==> config.mk <==
export PLATFORM = sky130hd
export DESIGN_NAME = ps2_host_tx
export DESIGN_NICKNAME = d
export VERILOG_FILES = /design/src/rtl/ps2_host_tx.sv
export SDC_FILE = /design/constraint.sdc
export NUM_CORES = 1
export LEC_CHECK = 0
export CAP_MARGIN = 20
export CORE_ASPECT_RATIO = 1.5
export CORE_MARGIN = 5
export CORE_UTILIZATION = 55
export DETAILED_ROUTE_END_ITERATION = 16
export DONT_BUFFER_PORTS = 1
export PLACE_DENSITY_LB_ADDON = 0.2
export SLEW_MARGIN = 30
export SYNTH_ARGS = -nofsm -noshare
export SYNTH_HDL_FRONTEND = slang
export SYNTH_SLANG_ARGS = --single-unit
==> constraint.sdc <==
create_clock -name clock -period 2.82 [get_ports clock]
set_clock_uncertainty 0.1 [all_clocks]
set_input_delay 0.705 -clock clock [delete_from_list [all_inputs] [get_ports clock]]
set_output_delay 0.705 -clock clock [all_outputs]
set_load 0.005 [all_outputs]
==> src/rtl/ps2_host_tx.sv <==
// PS/2 host-to-device transmitter: sends one command byte to the device.
// Ports:
//   clock, reset                 system clock, synchronous active-high reset
//   tx_start, tx_data            request pulse and the byte to send
//   ps2_clk_in, ps2_data_in      raw (asynchronous) PS/2 pin levels
//   ps2_clk_low, ps2_data_low    open-drain enables (1 = pull the line low)
//   tx_busy, tx_done, tx_error   transfer status and completion pulses
module ps2_host_tx #(
    parameter int INHIBIT_CYCLES = 12000,
    parameter int SETUP_CYCLES   = 200,
    parameter int FILTER_LEN     = 8,
    parameter int TIMEOUT_CYCLES = 2000000
) (
    input  logic       clock,
    input  logic       reset,
    input  logic       tx_start,
    input  logic [7:0] tx_data,
    input  logic       ps2_clk_in,
    input  logic       ps2_data_in,
    output logic       ps2_clk_low,
    output logic       ps2_data_low,
    output logic       tx_busy,
    output logic       tx_done,
    output logic       tx_error
);

    localparam int DLY_MAX = (INHIBIT_CYCLES > SETUP_CYCLES) ?
                             INHIBIT_CYCLES : SETUP_CYCLES;
    localparam int DW = $clog2(DLY_MAX) + 1;
    localparam int TW = $clog2(TIMEOUT_CYCLES) + 1;
    localparam int FW = $clog2(FILTER_LEN) + 1;

    localparam logic [DW-1:0] INH_LAST = DW'(INHIBIT_CYCLES - 1);
    localparam logic [DW-1:0] SET_LAST = DW'(SETUP_CYCLES - 1);
    localparam logic [TW-1:0] TO_LAST  = TW'(TIMEOUT_CYCLES - 1);
    localparam logic [FW-1:0] FLT_LAST = FW'(FILTER_LEN - 1);

    localparam logic [2:0] S_IDLE    = 3'd0;
    localparam logic [2:0] S_INHIBIT = 3'd1;
    localparam logic [2:0] S_SETUP   = 3'd2;
    localparam logic [2:0] S_SEND    = 3'd3;
    localparam logic [2:0] S_ACK     = 3'd4;
    localparam logic [2:0] S_WAIT    = 3'd5;

    logic          clk_s1, clk_s2;
    logic          dat_s1, dat_s2;
    logic          filt_clk;
    logic [FW-1:0] fcnt;
    logic          fall;

    logic [2:0]    state;
    logic [DW-1:0] dly;
    logic [TW-1:0] to_cnt;
    logic [3:0]    bitcnt;
    logic [8:0]    shreg;
    logic          to_hit;

    // Pin synchronizers and clk glitch filter; idle bus level is high.
    always_ff @(posedge clock) begin
        if (reset) begin
            clk_s1   <= 1'b1;
            clk_s2   <= 1'b1;
            dat_s1   <= 1'b1;
            dat_s2   <= 1'b1;
            filt_clk <= 1'b1;
            fcnt     <= '0;
            fall     <= 1'b0;
        end else begin
            clk_s1 <= ps2_clk_in;
            clk_s2 <= clk_s1;
            dat_s1 <= ps2_data_in;
            dat_s2 <= dat_s1;
            fall   <= 1'b0;
            if (clk_s2 != filt_clk) begin
                if (fcnt == FLT_LAST) begin
                    filt_clk <= clk_s2;
                    fcnt     <= '0;
                    fall     <= ~clk_s2;
                end else begin
                    fcnt <= fcnt + FW'(1);
                end
            end else begin
                fcnt <= '0;
            end
        end
    end

    assign to_hit = (to_cnt == TO_LAST);

    // shreg holds {parity, data}; each fall puts shreg[0] on the line and
    // shifts in a 1, so the tenth fall releases data for the stop bit.
    always_ff @(posedge clock) begin
        if (reset) begin
            state        <= S_IDLE;
            dly          <= '0;
            to_cnt       <= '0;
            bitcnt       <= '0;
            shreg        <= '0;
            ps2_clk_low  <= 1'b0;
            ps2_data_low <= 1'b0;
            tx_busy      <= 1'b0;
            tx_done      <= 1'b0;
            tx_error     <= 1'b0;
        end else begin
            tx_done  <= 1'b0;
            tx_error <= 1'b0;
            case (state)
                S_IDLE: begin
                    // A start coinciding with the completion pulse is dropped.
                    if (tx_start && !tx_done && !tx_error) begin
                        shreg       <= {~^tx_data, tx_data};
                        tx_busy     <= 1'b1;
                        ps2_clk_low <= 1'b1;
                        dly         <= '0;
                        state       <= S_INHIBIT;
                    end
                end
                S_INHIBIT: begin
                    if (dly == INH_LAST) begin
                        dly          <= '0;
                        ps2_data_low <= 1'b1;
                        state        <= S_SETUP;
                    end else begin
                        dly <= dly + DW'(1);
                    end
                end
                S_SETUP: begin
                    if (dly == SET_LAST) begin
                        dly         <= '0;
                        ps2_clk_low <= 1'b0;
                        bitcnt      <= '0;
                        to_cnt      <= '0;
                        state       <= S_SEND;
                    end else begin
                        dly <= dly + DW'(1);
                    end
                end
                S_SEND: begin
                    if (fall) begin
                        to_cnt       <= '0;
                        ps2_data_low <= ~shreg[0];
                        shreg        <= {1'b1, shreg[8:1]};
                        if (bitcnt != 4'd10) begin
                            bitcnt <= bitcnt + 4'd1;
                        end
                        if (bitcnt == 4'd9) begin
                            state <= S_ACK;
                        end
                    end else if (to_hit) begin
                        tx_error     <= 1'b1;
                        tx_busy      <= 1'b0;
                        ps2_clk_low  <= 1'b0;
                        ps2_data_low <= 1'b0;
                        state        <= S_IDLE;
                    end else begin
                        to_cnt <= to_cnt + TW'(1);
                    end
                end
                S_ACK: begin
                    if (fall) begin
                        to_cnt <= '0;
                        if (!dat_s2) begin
                            state <= S_WAIT;
                        end else begin
                            tx_error <= 1'b1;
                            tx_busy  <= 1'b0;
                            state    <= S_IDLE;
                        end
                    end else if (to_hit) begin
                        tx_error     <= 1'b1;
                        tx_busy      <= 1'b0;
                        ps2_clk_low  <= 1'b0;
                        ps2_data_low <= 1'b0;
                        state        <= S_IDLE;
                    end else begin
                        to_cnt <= to_cnt + TW'(1);
                    end
                end
                S_WAIT: begin
                    if (filt_clk && dat_s2) begin
                        tx_done <= 1'b1;
                        tx_busy <= 1'b0;
                        state   <= S_IDLE;
                    end else if (to_hit) begin
                        tx_error     <= 1'b1;
                        tx_busy      <= 1'b0;
                        ps2_clk_low  <= 1'b0;
                        ps2_data_low <= 1'b0;
                        state        <= S_IDLE;
                    end else begin
                        to_cnt <= to_cnt + TW'(1);
                    end
                end
                default: begin
                    ps2_clk_low  <= 1'b0;
                    ps2_data_low <= 1'b0;
                    tx_busy      <= 1'b0;
                    state        <= S_IDLE;
                end
            endcase
        end
    end

endmodule

==> summary.txt <==
Clock network
  • Post-CTS Resized: 0
  • # hold bufs at CTS: 0
  • TritonCTS clock tree: built
  • TritonCTS buffer count: 9
  • Skew-Pair Late Insertion Delay: 0.35 ns
  • Clock slew at reported path FFs: 0.07 ns
  • TritonCTS Sinks: 68
  • Clk buf depth: 2
  • CTS Root Cell: clkbuf_8
  • CTS H-Tree Depth: 3
  • # Post-CTS Setup Buffers: 0

Power and ir drop
  • Comb pwr share: 24.9%
  • Power Dens Cells: 654 nW/um^2
  • Final Total Pwr: 0.00259 W
  • Net Switching: 0.000847 W
  • VDD IR max: 0.500 mV
  • Reg power frac: 42.9%
  • Clock power frac: 32.2%
  • Lkg Pwr: 1.32 nW
  • Switching share of power: 32.7%
  • Pint: 0.00174 W

Worst setup path
  • Register-to-register setup slack: 0.43 ns
  • Critical path origin: dly[0]
  • Worst Setup EP: to_cnt[3]
  • Worst EP arrival: 2.57 ns
  • Critical Path, Cell by Cell: ha_1, nor4bb_1, and4_1, o21ai_1, nand2b_1, o221ai_1
  • Cells on worst reg2reg path: 6
  • CP endpoint kind: flip-flop
  • Worst EP required: 2.99 ns
  • Max stage delay on crit path: 0.76 ns
  • Crit path kind: reg2reg
  • Reg-to-Reg End: to_cnt[3]
  • Worst setup SP type: flip-flop
  • Worst r2r src: dly[0]
  • Worst Path Max Fanout: 12
  • Slowest cell on the critical path: o21ai_1

Logic synthesis
  • Syn Inst Count: 469
  • #FFs+latches synth: 68
  • Sequential share of the synthesized area: 36.9%
  • Synth Cell Area: 3680 sq um
  • Post-synthesis cell type count: 62
  • Mapped Nets: 488
  • Post-synth EDFFs: 0
  • Synth Warn #: 0
  • Syn_area_per_cell: 7.86 sq um
  • Synth Flop Type: dfxtp_1
  • Asr flop ratio synth: 0%

GRT
  • Antenna violations before repair: 0
  • GRT overflow: 0
  • Total Routing Usage GR: 20.7%
  • Number of global-route vias before repair: 3200
  • First-pass GRT wire length: 14400 um
  • Pin count of the biggest net entering global routing: 63

Floorplan
  • Starting Density: 56.4%
  • Die X: 76.8 um
  • Row Count: 36
  • Area of the die: 8470 sq um
  • Core Area: 6530 sq um
  • # IOs: 18
  • Die Span Y: 110 um

Layout
  • Most common cell after layout, fill and taps aside: dfxtp_1
  • Finished Core Util: 60.6%
  • N_diodes: 0
  • Non-filler instance count after layout: 544
  • Layout fillers: 554
  • Fraction of layout cells with a size suffix above 1: 7.26%
  • Final nets: 483
  • Commonest non-fill, non-tap cells in the layout: dfxtp_1, nand2_1, a21oi_1, nor2_1, nand3_1
  • Area delta synth->final: 7.33%

Route
  • Final ANT Viol Nets: 0
  • Routed vias: 3371
  • Vias/cell: 6.20
  • Wirelength, routed: 8380 um
  • Drt wl/cell: 15.4 um
  • Initial DRC Count: 222
  • Count of TritonRoute iterations in the first routing pass: 5
  • DRC viols: 0

Placed design
  • Post-DP HPWL: 5910 um
  • Pre-CTS WS: 0.466 ns
  • Placed Cells: 529
  • Port Buffers: 0
  • GP Congestion: 0.902

Timing
  • Slew HR: 36.0%
  • Unrepaired setup endpoints after global routing: no
  • FMAX: 0.418 GHz
  • Worst Max-Slew Pin Slew: 0.954 ns
  • Final Hold Vio Count: 0
  • Final period util: 84.9%
  • Setup WS post-layout: 0.427 ns
  • Tmin final: 2.39 ns
  • Setup violators final: 0
  • Max Slew Vio Count: 0
  • Setup TNS: 0 ns

Job
  • Max-Cap Viols: 0

Outcome
  • Status: finished clean

Worst hold path
  • HP Class: reg2reg
-- how the worst min path moves through the flow --
stage	start	endpoint	slack, ns	cells past startpoint
finish	dat_s1	dat_s2	0.31	1
global placement	dat_s1	dat_s2	0.30	1
global route	reset	shreg[2]	0.31	1
floorplan	clk_s1	clk_s2	0.29	1
detailed placement	dat_s1	dat_s2	0.29	1
CTS	dat_s1	dat_s2	0.31	1
-- routing by layer --
metal  vias to the layer above  share of wire, %  global-route usage [%]
met5                         -                 0                       0
met4                         0               1.7                    7.88
met3                        14               3.3                    4.23
met2                        51                52                    37.5
met1                      1590                43                    23.8
li1                       1716                 -                       -
-- kinds of logic after synthesis --
logic type | after synthesis | synth area share (%)
AOI/OAI and AO/OA | 126 | 22.0
xor gates and xnor gates | 17 | 4.04
adders and majority gates | 6 | 2.04
buffers and inverters | 38 | 4.21
DFF | 68 | 36.9
muxes | 1 | 0.272
and+or+nand+nor | 213 | 30.5
-- Yosys cell counts (all sizes together), types with 9 or more instances --
library cell,instances,share of area (%)
o21ai,15,2.0
a211oi,13,2.6
nor3,9,1.2
dfxtp,68,37
a31oi,12,2.0
xnor2,11,2.6
nand2b,14,2.4
inv,12,1.2
nand2,49,5.0
nand4,18,3.1
or3,9,1.5
nand3,27,3.7
nor2,41,4.2
clkbuf,20,2.0
a21oi,44,6.0
-- stage by stage --
step / cell area [sq um] / hold WS, ns
after floorplan: 3680 / 0.289
after global routing: 3960 / 0.307
after CTS: 3960 / 0.310
after detailed placement: 3740 / 0.294
final: 3960 / 0.309
after global placement: 3740 / 0.297
-- power by group through the flow --
stage	sequential, W	clock (W)	combinational (W)
2_1_floorplan	0.00109	0	0.000514
3_3_place_gp	0.00113	0	0.000628
3_5_place_dp	0.00113	0	0.000638
4_1_cts	0.00111	0.000850	0.000642
5_1_grt	0.00112	0.000904	0.000722
6_report	0.00111	0.000834	0.000644
-- flip-flops by register name, indices dropped and copies added (netlist names), 3 cells and up --
name	flops
to_cnt	22
dly	15
shreg	9
bitcnt	4
fcnt	4
state	3
-- worst max-delay path: cells and delay by family (launching register included) --
kind	cells	cell delay (ns)
AOI/OAI and AO/OA	2	0.99
adders and majority gates	1	0.25
DFF	1	0.34
and+or+nand+nor	3	0.65
-- cell type report --
cell class | count | area [sq um] | area share (%)
Tap cell | 76 | 95.1 | 2.40
Timing Repair Buffer | 10 | 75.1 | 1.90
Clock buffer | 12 | 165 | 4.18
Multi-Input combinational cell | 363 | 2170 | 54.8
Clock inverter | 3 | 45.0 | 1.14
Inverter | 12 | 45.0 | 1.14
Sequential cell | 68 | 1360 | 34.4
Note: power is estimated with default switching activity, not from simulation.
